## src/rtl/xbus_pkg.sv

```systemverilog
// xbus_pkg: shared FSM state encoding and the reserved broadcast tag value.
`default_nettype none

package xbus_pkg;

  typedef enum logic [1:0] {
    IDLE  = 2'd0,
    CFG   = 2'd1,
    RUN   = 2'd2,
    DRAIN = 2'd3
  } xbus_state_t;

  // Wide all-ones pattern; users slice it down to their tag width.
  localparam logic [31:0] BCAST_TAG = '1;

endpackage

`default_nettype wire

```

## src/rtl/xbus_tag_gen.sv

```systemverilog
// xbus_tag_gen: walks one column per cycle while walk is high, assigning group
// tags and lock bits; flags cfg_err when the walk leaves every column locked.
`default_nettype none

module xbus_tag_gen
  import xbus_pkg::*;
#(
  parameter int NUM_COL = 8,
  parameter int TAG_W   = $clog2(NUM_COL) + 1
) (
  input  logic                     clk,
  input  logic                     rst,
  input  logic                     walk,
  input  logic                     clr_err,
  input  logic [7:0]               ks,
  input  logic [TAG_W-1:0]         na,
  output logic [NUM_COL*TAG_W-1:0] col_tag,
  output logic [NUM_COL-1:0]       col_lock,
  output logic                     cfg_err,
  output logic                     last
);

  localparam int IDX_W = $clog2(NUM_COL);
  localparam int ACC_W = 16;

  logic [IDX_W-1:0] idx;
  logic [7:0]       k;
  logic [TAG_W-1:0] g;
  logic [ACC_W-1:0] base;
  logic             any_open;

  logic [ACC_W-1:0] base_end;
  logic [ACC_W-1:0] na_ext;
  logic [ACC_W-1:0] idx_ext;
  logic             lock_now;
  logic             wrap;

  // base tracks g*ks incrementally so the group end needs no multiplier.
  assign base_end = base + ACC_W'(ks);
  assign na_ext   = ACC_W'(na);
  assign idx_ext  = ACC_W'(idx);
  assign lock_now = (idx_ext >= na_ext) || (base_end > na_ext);
  assign wrap     = (k == ks - 8'd1);
  assign last     = walk && (idx == IDX_W'(NUM_COL - 1));

  always_ff @(posedge clk) begin
    if (rst) begin
      idx      <= '0;
      k        <= '0;
      g        <= '0;
      base     <= '0;
      any_open <= 1'b0;
      col_tag  <= '0;
      col_lock <= '1;
      cfg_err  <= 1'b0;
    end else begin
      if (clr_err) begin
        cfg_err <= 1'b0;
      end
      if (walk) begin
        col_tag[int'(idx)*TAG_W +: TAG_W] <= g;
        col_lock[idx]                     <= lock_now;
        idx                               <= idx + IDX_W'(1);
        if (wrap) begin
          k    <= '0;
          g    <= g + TAG_W'(1);
          base <= base_end;
        end else begin
          k <= k + 8'd1;
        end
        if (!lock_now) begin
          any_open <= 1'b1;
        end
        if (last) begin
          cfg_err <= !any_open && lock_now;
        end
      end else begin
        idx      <= '0;
        k        <= '0;
        g        <= '0;
        base     <= '0;
        any_open <= 1'b0;
      end
    end
  end

endmodule

`default_nettype wire

```

## src/rtl/xbus_mcast_ctrl.sv

```systemverilog
// xbus_mcast_ctrl: tag-programmed multicast from one input stream to NUM_COL PE
// columns. Optional XBUS_DROP_CNT_EN adds drop_cnt/drop_flag outputs.
`default_nettype none

module xbus_mcast_ctrl
  import xbus_pkg::*;
#(
  parameter int DATA_WIDTH = 16,
  parameter int NUM_COL    = 8,
  parameter int TAG_W      = $clog2(NUM_COL) + 1
) (
  input  logic                     clk,
  input  logic                     rst,
  input  logic                     cfg_start,
  input  logic [7:0]               kernel_size,
  input  logic [TAG_W-1:0]         num_active,
  output logic                     busy,
  output logic                     cfg_done,
  output logic                     cfg_err,
  output logic [NUM_COL*TAG_W-1:0] col_tag,
  output logic [NUM_COL-1:0]       col_lock,
  input  logic                     in_valid,
  output logic                     in_ready,
  input  logic [TAG_W-1:0]         in_tag,
  input  logic [DATA_WIDTH-1:0]    in_data,
  output logic [DATA_WIDTH-1:0]    pe_data,
  output logic [NUM_COL-1:0]       pe_valid,
  input  logic [NUM_COL-1:0]       pe_ready
`ifdef XBUS_DROP_CNT_EN
  ,
  output logic [15:0]              drop_cnt,
  output logic                     drop_flag
`endif
);

  localparam logic [TAG_W-1:0] BCAST   = BCAST_TAG[TAG_W-1:0];
  localparam logic [TAG_W-1:0] COL_CNT = TAG_W'(NUM_COL);

  xbus_state_t        state, state_nxt;
  logic [7:0]         ks_q;
  logic [TAG_W-1:0]   na_q;
  logic [NUM_COL-1:0] pend, pend_nxt, match;
  logic               cfg_accept;
  logic               accept;
  logic               walk_last;

  assign cfg_accept = cfg_start && ((state == IDLE) || (state == RUN));
  assign in_ready   = (state == RUN) && ((pend & ~pe_ready) == '0);
  assign accept     = in_valid && in_ready;
  assign busy       = (state == CFG) || (state == DRAIN);
  assign pe_valid   = pend;

  for (genvar i = 0; i < NUM_COL; i++) begin : g_match
    assign match[i] = !col_lock[i] &&
                      ((in_tag == col_tag[i*TAG_W +: TAG_W]) || (in_tag == BCAST));
  end

  xbus_tag_gen #(
    .NUM_COL (NUM_COL),
    .TAG_W   (TAG_W)
  ) u_tag_gen (
    .clk      (clk),
    .rst      (rst),
    .walk     (state == CFG),
    .clr_err  (cfg_accept),
    .ks       (ks_q),
    .na       (na_q),
    .col_tag  (col_tag),
    .col_lock (col_lock),
    .cfg_err  (cfg_err),
    .last     (walk_last)
  );

  always_ff @(posedge clk) begin
    if (rst) begin
      state <= IDLE;
    end else begin
      state <= state_nxt;
    end
  end

  always_comb begin
    pend_nxt  = accept ? match : (pend & ~pe_ready);
    state_nxt = state;
    case (state)
      IDLE:    if (cfg_start) state_nxt = CFG;
      CFG:     if (walk_last) state_nxt = RUN;
      // A word accepted alongside cfg_start must drain before tags change.
      RUN:     if (cfg_start) state_nxt = (pend_nxt != '0) ? DRAIN : CFG;
      DRAIN:   if (pend_nxt == '0) state_nxt = CFG;
      default: state_nxt = IDLE;
    endcase
  end

  always_ff @(posedge clk) begin
    if (rst) begin
      ks_q     <= 8'd1;
      na_q     <= '0;
      pend     <= '0;
      pe_data  <= '0;
      cfg_done <= 1'b0;
    end else begin
      pend     <= pend_nxt;
      cfg_done <= walk_last;
      if (accept) begin
        pe_data <= in_data;
      end
      if (cfg_accept) begin
        ks_q <= (kernel_size == 8'd0) ? 8'd1 : kernel_size;
        na_q <= (num_active > COL_CNT) ? COL_CNT : num_active;
      end
    end
  end

`ifdef XBUS_DROP_CNT_EN
  always_ff @(posedge clk) begin
    if (rst || cfg_accept) begin
      drop_cnt  <= '0;
      drop_flag <= 1'b0;
    end else if (accept && (match == '0)) begin
      drop_flag <= 1'b1;
      if (drop_cnt != 16'hFFFF) begin
        drop_cnt <= drop_cnt + 16'd1;
      end
    end
  end
`endif

endmodule

`default_nettype wire

```

## config.mk

```make
export PLATFORM = sky130hd
export DESIGN_NAME = xbus_mcast_ctrl
export DESIGN_NICKNAME = d
export VERILOG_FILES = /design/src/rtl/xbus_pkg.sv /design/src/rtl/xbus_tag_gen.sv /design/src/rtl/xbus_mcast_ctrl.sv
export SDC_FILE = /design/constraint.sdc
export NUM_CORES = 1
export LEC_CHECK = 0
export CAP_MARGIN = 15
export CORE_MARGIN = 5
export CORE_UTILIZATION = 52
export DETAILED_ROUTE_END_ITERATION = 6
export PLACE_DENSITY_LB_ADDON = 0.3
export SLEW_MARGIN = 0
export SYNTH_ARGS = -nofsm -noshare
export SYNTH_HDL_FRONTEND = slang
export SYNTH_HIERARCHICAL = 1
export SYNTH_SLANG_ARGS = --single-unit
```

## constraint.sdc

```tcl
create_clock -name clk -period 4 [get_ports clk]
set_clock_uncertainty 0.2 [all_clocks]
set_input_delay 0.4 -clock clk [delete_from_list [all_inputs] [get_ports clk]]
set_output_delay 0.4 -clock clk [all_outputs]
set_load 0.005 [all_outputs]
```

==> impl_metrics.yaml, run 1 <==
run_status:
  outcome: "complete, no violations"
detailed_routing:
  drt-vias-per-instance: 5.725
  antenna_violating_nets_post_route: 0
  dr.pass1.iters: 5
  vias: 5410
  wl_per_cell_um: 16.33
  drt_drc_violations_left: 0
  wl_um: 15440
  detail_route.iter0.violations: 380
clock_network:
  clock_insertion_delay_worst_skew_ns: 0.35
  cts_tree: "built"
  tritoncts_num_sinks: 112
  clk_tree_root_cell: "clkbuf_16"
  clock_h_tree_levels: 3
  worst_setup_hold_path_clk_slew_ns: 0.07
  cts_buf_count: 9
  post-cts-setup-buffer-count: 0
  cts_resized: 0
  hold_buffers: 0
  cts_max_path_buffers: 2
worst_setup_path:
  timing.critical_path.from: "ks_q[0]"
  flop2flop_setup_slack_ns: 0.69
  r2r_end: "u_tag_gen/base[15]"
  crit_fanout: 19
  critical_path.endpoint_type: "flop"
  setup.worst_path.start_class: "flop"
  critical_path.cell_chain: "inv_1 > ha_1 > nand2b_1 > nand3_1 > o21ai_0 > a2111o_1 > or3_1 > or4_1 > a21oi_1"
  worst_r2r_path_depth: 9
  timing_worst_setup_path_type: "reg -> reg"
  crit-reg2reg-launch: "ks_q[0]"
  critical_path_arrival_ns: 3.38
  cp_data_required_time_ns: 4.06
  timing.critical_path.slowest_cell_delay_ns: 0.64
  cpMaxStageDelayCell: "or3_1"
  endpoint: "u_tag_gen/base[15]"
logic_synthesis:
  synth_largest_area_cell: "dfxtp_1"
  synth_cells: 702
  mappedNetlistArea_um2: 5831
  async_flop_share: 0
  post_synth_most_frequent_cells: "dfxtp_1 (112), nand2_1 (94), nor2_1 (84)"
  post_synth_edffs: 0
  ys_seq_elements: 112
  synth-seq-area-share: 0.3845
  synth.area.top_cells: "dfxtp_1 (38%), nand2_1 (6.1%), mux2i_1 (6.0%), ha_1 (5.8%), xnor2_1 (5.6%)"
  synth_flop_cell: "dfxtp_1"
  yosysTopAreaCellShare: 0.3845
  synth.distinct_cells: 59
  cell_with_the_most_instances_after_synthesis: "dfxtp_1"
  yosysWarnings: 6
  post_synth.cell_area_avg_um2: 8.306
  post_synthesis_net_count: 774
global_routing:
  groute.usage.overall: 0.2279
  grt_antenna_before_repair: 0
  grt_max_degree: 84
  grt_pass1_vias: 5204
  globalRoute.totalOverflow: 0
  grt_first_pass_wirelength_um: 24850
final_layout:
  layout.core_utilization: 0.6776
  design.final.nets: 872
  area.sequential_um2: 2242
  area_occupied_by_multi_input_gates_um2: 3359
  area_growth_syn_to_layout_pct: 27.08
  num-fill-cells: 895
  drive_above_1_share: 0.03975
  antennaDiodeCount: 0
sta:
  hold_violations: 0
  grt_setup_unrepaired: "false"
  report.final.slew_viol_count: 0
  slew_at_the_pin_with_the_worst_max_slew_slack_ns: 0.8999
  layout_worst_path_cycle_share: 0.8279
  max_clock_freq_mhz: 302.0
  layout_min_cycle_time_ns: 3.312
  tns_ns: 0
  setup_viol_count_final: 0
  timing.slew.headroom: 0.3955
placement:
  place.gp.congestion: 0.9385
  io_buffers: 111
  dp_hpwl_um: 11430
die:
  ios: 112
  fp.dieArea_um2: 13430
  core_region_area_um2: 10940
  floorplan.die.width_um: 115.9
  core.rowCount: 38
  floorplan.initialDensity: 0.5332
  height_of_the_die_um: 115.9
power_and_ir_drop:
  power.ir.vdd_worst_uv: 230.8
  power.static_leakage_nw: 2.691
  report.power.total_mw: 2.746
  power.density_cell_area_nw_per_um2: 370.6
min_path:
  type_of_the_most_critical_hold_path: "reg -> reg"
job:
  timing.max_cap.violations: 0
## worst min-delay path by stage
stage | endpoint | start | cells after the start | slack [ns]
after floorplan | u_tag_gen/cfg_err | u_tag_gen/any_open | 1 | 0.22
after global placement | u_tag_gen/cfg_err | u_tag_gen/any_open | 1 | 0.24
after detailed placement | u_tag_gen/cfg_err | u_tag_gen/any_open | 1 | 0.24
after CTS | u_tag_gen/cfg_err | u_tag_gen/any_open | 1 | 0.25
after global routing | pe_data[2] | pe_data[2] | 2 | 0.28
final | u_tag_gen/cfg_err | u_tag_gen/any_open | 1 | 0.25
## worst max-delay path: cells and delay by family (launching register included)
family                   cells  cell delay [ns]
buffers and inverters        1             0.08
AO/OA/AOI/OAI                3             0.68
AND/OR/NAND/NOR              4             1.52
adder cells (fa/ha/maj)      1             0.29
flip-flops                   1             0.46
## stage by stage
| stage | worst slack, ns | instance area [µm²] | cells | hold WS [ns] |
|---|---|---|---|---|
| after floorplan | 0.9034 | 5831 | 702 | 0.2246 |
| after global placement | 0.8602 | 7025 | 929 | 0.2365 |
| after detailed placement | 0.7413 | 7025 | 929 | 0.2369 |
| after CTS | 0.6765 | 7410 | 945 | 0.2516 |
| after global routing | 0.4688 | 7410 | 945 | 0.2761 |
| final | 0.6884 | 7410 | 945 | 0.2508 |
## power by group
| group | switching (mW) | internal, mW | total (mW) |
|---|---|---|---|
| clock | 0.401 | 0.738 | 1.14 |
| combinational | 0.255 | 0.178 | 0.433 |
| sequential | 0.0350 | 1.14 | 1.17 |
## state kept, by name, indices dropped and copies added (netlist names)
signal              count
cfg_done                1
ks_q                    8
na_q                    4
pe_data                16
pe_valid                8
state                   2
u_tag_gen/any_open      1
u_tag_gen/base         16
u_tag_gen/cfg_err       1
u_tag_gen/col_lock      8
u_tag_gen/col_tag      32
u_tag_gen/g             4
u_tag_gen/idx           3
u_tag_gen/k             8
## layer usage
| layer | up-vias | share of wire | GRT usage |
|---|---|---|---|
| met5 | - | 0 | 0 |
| met4 | 0 | 0.020 | 0.09513 |
| met3 | 24 | 0.074 | 0.03655 |
| met2 | 218 | 0.48 | 0.3809 |
| met1 | 2539 | 0.43 | 0.2928 |
| li1 | 2629 | - | - |
## kinds of logic (layout without fill, tap and decap cells)
| logic type | count (synthesis) | after routing | synth area share |
|---|---|---|---|
| AND/OR/NAND/NOR | 286 | 286 | 0.2315 |
| AO/OA/AOI/OAI | 127 | 127 | 0.1360 |
| flip-flops | 112 | 112 | 0.3845 |
| XOR/XNOR | 58 | 58 | 0.08712 |
| buffers and inverters | 56 | 159 | 0.03927 |
| multiplexers | 35 | 35 | 0.06009 |
| adder cells (fa/ha/maj) | 28 | 28 | 0.06137 |
## placed cells by master (no fill, tap or decap), drive strengths merged, types with 2 or more instances in the layout
| cell type | synthesis | final |
|---|---|---|
| dfxtp | 112 | 112 |
| a2111o | 2 | 2 |
| o31ai | 6 | 6 |
| and3 | 3 | 3 |
| nor2b | 10 | 10 |
| o22ai | 4 | 4 |
| buf | 9 | 7 |
| a41oi | 2 | 2 |
| a211oi | 3 | 3 |
| clkdlybuf4s50 | 0 | 110 |
| nand3b | 5 | 5 |
| bufinv | 0 | 5 |
| or2 | 2 | 2 |
| nand2b | 9 | 9 |
| nand2 | 95 | 95 |
| or3 | 2 | 2 |
| xnor2 | 37 | 37 |
| o21ai | 15 | 15 |
| or4 | 5 | 5 |
| inv | 25 | 25 |
| a21oi | 59 | 59 |
| o2111ai | 4 | 4 |
| and2 | 13 | 13 |
| nor2 | 84 | 84 |
| o41ai | 5 | 5 |
| nand3 | 16 | 16 |
| clkinv | 1 | 2 |
| nor4 | 7 | 7 |
| ha | 27 | 27 |
| nor3b | 4 | 4 |
| o21a | 2 | 2 |
| a21o | 4 | 4 |
| clkbuf | 21 | 10 |
| xor2 | 21 | 21 |
| mux2i | 35 | 35 |
| nand4 | 10 | 10 |
| nor3 | 19 | 19 |
| a31oi | 10 | 10 |
## final cells by class
type,instances,share of cell area
Multi-Input combinational cell,534,0.4534
Timing Repair Buffer,117,0.1554
Tap cell,140,0.02364
Inverter,26,0.01317
Sequential cell,112,0.3026
Clock inverter,6,0.02094
Clock buffer,10,0.03090
Power figures use the tool's default switching activity.
==> run 2: changes to the inputs <==
Settings changed: CORE_UTILIZATION 52 to 47.
Clock period 4 ns to 3 ns, I/O delays scaled along.
==> run 2 against run 1 <==
  * Sequential share of layout area down 0.62 points
  * Sequential power up 33%
  * Worst setup slack worse by 0.53 ns
  * Largest cell class unchanged
  * Largest power group unchanged
  * Highest routed layer unchanged
==> impl_metrics.yaml, run 2 (synthesis results as in run 1) <==
final_layout:
  layout.cells.non_filler: 992
  layout_common_cells: "clkdlybuf4s50_1 (110), dfxtp_1 (109), nand2_1 (94)"
  regMostFlops: "u_tag_gen/col_tag"
  design.final.nets: 892
  biggestRegsByFlops: "u_tag_gen/col_tag (32), pe_data (16), u_tag_gen/base (16)"
  largest_reg_flops: 32
  post-route-cell-area_um2: 7585
  mostFrequentLayoutCell: "clkdlybuf4s50_1"
  num-fill-cells: 1032
  antennaDiodeCount: 0
  drive_above_1_share: 0.08374
  area_growth_syn_to_layout_pct: 30.09
detailed_routing:
  wl_um: 15570
  wl_per_cell_um: 15.70
  antenna_violating_nets_post_route: 0
  detail_route.iter0.violations: 462
  vias: 5442
  drt_drc_violations_left: 0
  dr.pass1.iters: 7
  drt-vias-per-instance: 5.486
sta:
  report.final.slew_viol_count: 0
  hold_violations: 0
  max_clock_freq_mhz: 352.1
  layout_min_cycle_time_ns: 2.840
  tns_ns: 0
  worst_hold_slack_ns: 0.2116
  timing.slew.headroom: 0.5064
  slew_at_the_pin_with_the_worst_max_slew_slack_ns: 0.7308
  layout_worst_path_cycle_share: 0.9466
  setup_viol_count_final: 0
die:
  floorplan.initialDensity: 0.4814
  core.rowCount: 40
  ios: 112
  height_of_the_die_um: 121.4
  core_region_area_um2: 12110
  floorplan.die.width_um: 121.4
  fp.dieArea_um2: 14730
worst_setup_path:
  cp_data_required_time_ns: 3.04
  timing_worst_setup_path_type: "reg -> reg"
  setup.worst_path.start_class: "flop"
  flop2flop_setup_slack_ns: 0.16
  crit_fanout: 5
  critical_path_arrival_ns: 2.88
  critical_path.endpoint_type: "flop"
global_routing:
  grt_antenna_before_repair: 0
  grt_pass1_vias: 5070
  globalRoute.totalOverflow: 0
  groute.usage.overall: 0.2025
  grt_max_degree: 56
  grt_first_pass_wirelength_um: 24440
clock_network:
  cts_buf_count: 9
  cts_max_path_buffers: 2
  worst_setup_hold_path_clk_slew_ns: 0.08
  cts_tree: "built"
  clk_tree_root_cell: "clkbuf_16"
  clock_insertion_delay_worst_skew_ns: 0.36
  post-cts-setup-buffer-count: 0
  tritoncts_num_sinks: 112
  clock_h_tree_levels: 3
placement:
  io_buffers: 111
  dp_hpwl_um: 11500
  dp.cells: 976
  placement.cell_area_um2: 7212
  place.gp.congestion: 0.8476
power_and_ir_drop:
  power.ir.vdd_worst_uv: 391.7
  power.static_leakage_nw: 2.771
  power.density_cell_area_nw_per_um2: 443.1
job:
  timing.max_cap.violations: 0
run_status:
  outcome: "complete, no violations"
min_path:
  type_of_the_most_critical_hold_path: "in -> reg"
[run 2: per-stage QoR]
step	util	setup slack (ns)	total power, mW
2_1_floorplan	-	0.05007	1.994
3_3_place_gp	0.5955	0.07803	2.198
3_5_place_dp	0.5955	-0.03095	2.220
4_1_cts	0.6182	0.009328	3.339
5_1_grt	0.6262	-0.004728	3.519
6_report	0.6262	0.1601	3.361
[run 2: path summary, 6_finish.rpt]
kind | startpoint | to | cells past startpoint
setup / recovery | ks_q[5] | u_tag_gen/col_lock[6] | 10
setup reg to reg | ks_q[5] | u_tag_gen/col_lock[6] | 10
hold reg to reg | pe_data[15] | pe_data[15] | 2
hold / removal | rst | na_q[2] | 2
[run 2: timing repair]
item,in CTS,in global routing
hold buffers,0,0
hold endpoints to repair,0,0
endpoints found under the setup margin,9,15
pin swaps,0,6
resized for setup,2,20
cloned,0,1
[run 2: report_power, final]
group          switching (mW)  internal (mW)
clock                   0.548          0.581
sequential             0.0423           1.52
combinational           0.374          0.296
[run 2: per-layer routing]
metal,vias to the layer above,track usage,part of all wire
li1,2656,-,-
met1,2537,0.2485,0.42
met2,211,0.3544,0.49
met5,-,0,0
met3,38,0.03403,0.060
met4,0,0.07493,0.025
[run 2: critical path, cell delays in order (launching register included)]
cell and delay, ns:
dfxtp_1 0.45, ha_1 0.33, nor3_1 0.32, nor3b_1 0.15
o22ai_2 0.23, mux2i_1 0.21, mux2i_1 0.10, buf_4 0.16
nor4_4 0.30, buf_4 0.19, a31oi_1 0.08
[run 2: area by class of cell]
cell class                      instances  area, µm²  area share
Clock buffer                           10      239.0     0.03151
Timing Repair Buffer                  137       1305      0.1721
Tap cell                              168      210.2     0.02771
Multi-Input combinational cell        534       3453      0.4553
Sequential cell                       112       2248      0.2964
Clock inverter                          5      31.28    0.004124
Inverter                               26      97.59     0.01287
==> run 3: changes to the inputs <==
Settings changed: CORE_UTILIZATION 47 to 55, DONT_BUFFER_PORTS set to 1, SYNTH_HIERARCHICAL 1 to unset.
==> run 3 against run 2 <==
  * First-iteration DRC count shrank 16%
  * Critical path depth grew 3
  * Utilization shrank 0.21 points
  * Total power shrank 9.0%
  * Routed wire length shrank 2.7%
  * Via count shrank 6.9%
  * Worst setup slack lost 0.14 ns
  * Critical endpoint is now u_tag_gen.col_lock[4]
==> impl_metrics.yaml, run 3 <==
run_status:
  outcome: "complete, no violations"
logic_synthesis:
  yosysWarnings: 0
  async_flop_share: 0
  post_synthesis_net_count: 766
  synth_cells: 694
  synth_largest_area_cell: "dfxtp_1"
  synth-seq-area-share: 0.3745
  post_synth_edffs: 0
  mappedNetlistArea_um2: 5987
  synth.area.top_cells: "dfxtp_1 (37%), mux2i_1 (8.5%), nor2_1 (6.9%), xnor2_1 (6.6%), ha_1 (5.6%)"
  synth.distinct_cells: 64
  synth_flop_cell: "dfxtp_1"
  post_synth_most_frequent_cells: "dfxtp_1 (112), nor2_1 (110), mux2i_1 (51)"
  ys_seq_elements: 112
  cell_with_the_most_instances_after_synthesis: "dfxtp_1"
  yosysTopAreaCellShare: 0.3745
  post_synth.cell_area_avg_um2: 8.627
sta:
  tns_ns: 0
  slew_at_the_pin_with_the_worst_max_slew_slack_ns: 0.7078
  layout_worst_path_cycle_share: 0.9933
  layout_min_cycle_time_ns: 2.980
  report.final.slew_viol_count: 0
  hold_violations: 0
  timing.slew.headroom: 0.5238
  setup_viol_count_final: 0
  grt_setup_unrepaired: "true"
  max_clock_freq_mhz: 335.6
die:
  core_region_area_um2: 10750
  fp.dieArea_um2: 13070
  floorplan.die.width_um: 114.3
  floorplan.initialDensity: 0.5572
  height_of_the_die_um: 114.3
  core.rowCount: 38
  ios: 112
power_and_ir_drop:
  p_sw_uw: 933.9
  power_frac_seq: 0.509
  power_switching_share: 0.3052
  report.power.total_mw: 3.060
  power.static_leakage_nw: 2.437
  share_comb_of_total_power: 0.196
  clkPwrFrac: 0.295
  power.density_cell_area_nw_per_um2: 456.2
  power.ir.vdd_worst_uv: 230.7
  p_int_mw: 2.126
detailed_routing:
  vias: 5069
  drt_drc_violations_left: 0
  antenna_violating_nets_post_route: 0
  wl_um: 15150
  drt-vias-per-instance: 5.887
  detail_route.iter0.violations: 387
  wl_per_cell_um: 17.59
  dr.pass1.iters: 5
min_path:
  type_of_the_most_critical_hold_path: "in -> reg"
  hold-path-cell-count: 3
  hold_path.startpoint: "num_active[0]"
  timing.hold.worst_endpoint: "na_q[0]"
placement:
  io_buffers: 0
  dp_hpwl_um: 10660
  place.gp.congestion: 0.8741
worst_setup_path:
  crit-reg2reg-launch: "ks_q[0]"
  worst_r2r_path_depth: 13
  flop2flop_setup_slack_ns: 0.02
  cp_data_required_time_ns: 3.07
  r2r_end: "u_tag_gen.col_lock[4]"
  setup.worst_path.start_class: "flop"
  crit_fanout: 5
  critical_path_arrival_ns: 3.05
  critical_path.endpoint_type: "flop"
  timing_worst_setup_path_type: "reg -> reg"
global_routing:
  globalRoute.totalOverflow: 0
  groute.usage.overall: 0.2300
  grt_max_degree: 81
  grt_first_pass_wirelength_um: 24480
  grt_pass1_vias: 4964
  grt_antenna_before_repair: 0
final_layout:
  biggestRegsByFlops: "u_tag_gen.col_tag (32), pe_data (16), u_tag_gen.base (16)"
  regMostFlops: "u_tag_gen.col_tag"
  drive_above_1_share: 0.07767
  layout_common_cells: "nor2_1 (110), dfxtp_1 (110), nand2_1 (50), mux2i_1 (50), xnor2_1 (44)"
  design.final.nets: 788
  antennaDiodeCount: 0
  largest_reg_flops: 32
  area_growth_syn_to_layout_pct: 12.02
clock_network:
  clock_h_tree_levels: 3
  clock_insertion_delay_worst_skew_ns: 0.39
  cts_buf_count: 9
  clk_tree_root_cell: "clkbuf_8"
  worst_setup_hold_path_clk_slew_ns: 0.11
  cts_max_path_buffers: 2
  cts_tree: "built"
  tritoncts_num_sinks: 112
job:
  timing.max_cap.violations: 0
-- run 3: changes by cell type in the layout (fill, tap and decap cells not counted), moves of 11 or more --
cell,before,now
a21oi_1,56,38
buf_4,25,14
clkdlybuf4s50_1,110,0
dlygate4sd3_1,0,32
mux2i_1,35,50
nand2_1,94,50
nor2_1,84,110
-- run 3: timing repair --
| action | CTS | global route |
|---|---|---|
| setup buffers | 0 | 1 |
| pin swaps | 9 | 11 |
| setup endpoints to repair | 10 | 11 |
| endpoints found under the hold margin | 82 | 0 |
| gates cloned | 1 | 0 |
| hold buffers | 33 | 0 |
| gates resized for setup | 11 | 12 |
-- run 3: cell type report --
type / instances / area (µm²)
clock buffers: 10 / 137.6
clock inverters: 6 / 58.81
fillers: 901 / 4039
inverters: 25 / 93.84
multi-input cells: 520 / 3532
flip-flops and latches: 112 / 2245
well taps: 140 / 175.2
repair buffers: 48 / 464.2
-- run 3: critical path, cell delays in order (launching register included) --
cell	delay (ns)
dfxtp_2	0.38
ha_4	0.15
inv_2	0.03
fa_1	0.52
inv_2	0.06
ha_4	0.21
nor2b_4	0.12
o21a_1	0.16
o21a_1	0.16
o21ai_1	0.14
nand4b_1	0.16
nor4_4	0.29
buf_4	0.19
a31oi_1	0.08
-- run 3: worst max path at each step --
stage                                  from               endpoint  slack [ns]
after CTS                 u_tag_gen.base[0]  u_tag_gen.col_lock[4]       -0.04
after global placement              ks_q[0]  u_tag_gen.col_lock[4]        0.04
after global routing                ks_q[0]  u_tag_gen.col_lock[1]       -0.09
final                               ks_q[0]  u_tag_gen.col_lock[4]        0.02
after floorplan                     ks_q[0]  u_tag_gen.col_lock[1]       0.006
after detailed placement            ks_q[0]  u_tag_gen.col_lock[2]       -0.08
-- run 3: logic make-up after synthesis --
family	count (synthesis)	synth area share
DFF	112	0.3745
and+or+nand+nor	269	0.2144
adders and majority gates	28	0.05977
xor gates and xnor gates	60	0.08778
AOI/OAI and AO/OA	112	0.1275
muxes	51	0.08527
buffers and inverters	62	0.05078
-- run 3: layer usage --
metal,track usage,routed length [µm]
met5,0,0
met4,0.09422,352
met3,0.06131,1197
met2,0.3770,7250
met1,0.2870,6347
-- run 3: power by group through the flow --
stage          Combinational (mW)  Sequential [mW]  Clock [mW]
2_1_floorplan               0.410             1.58           0
3_3_place_gp                0.492             1.59           0
3_5_place_dp                0.509             1.59           0
4_1_cts                     0.581             1.56       0.917
5_1_grt                     0.657             1.56       0.977
6_report                    0.599             1.56       0.902
-- run 3: stage by stage --
step	cells	instance area [µm²]	hold slack, ns	util	setup slack [ns]
floorplan	694	5987	0.2202	-	0.006460
global placement	810	6055	0.1783	0.5635	0.03713
detailed placement	810	6055	0.1817	0.5635	-0.07608
CTS	860	6645	0.008768	0.6184	-0.03654
global route	861	6706	0.03752	0.6241	-0.08707
finish	861	6706	0.01961	0.6241	0.02012
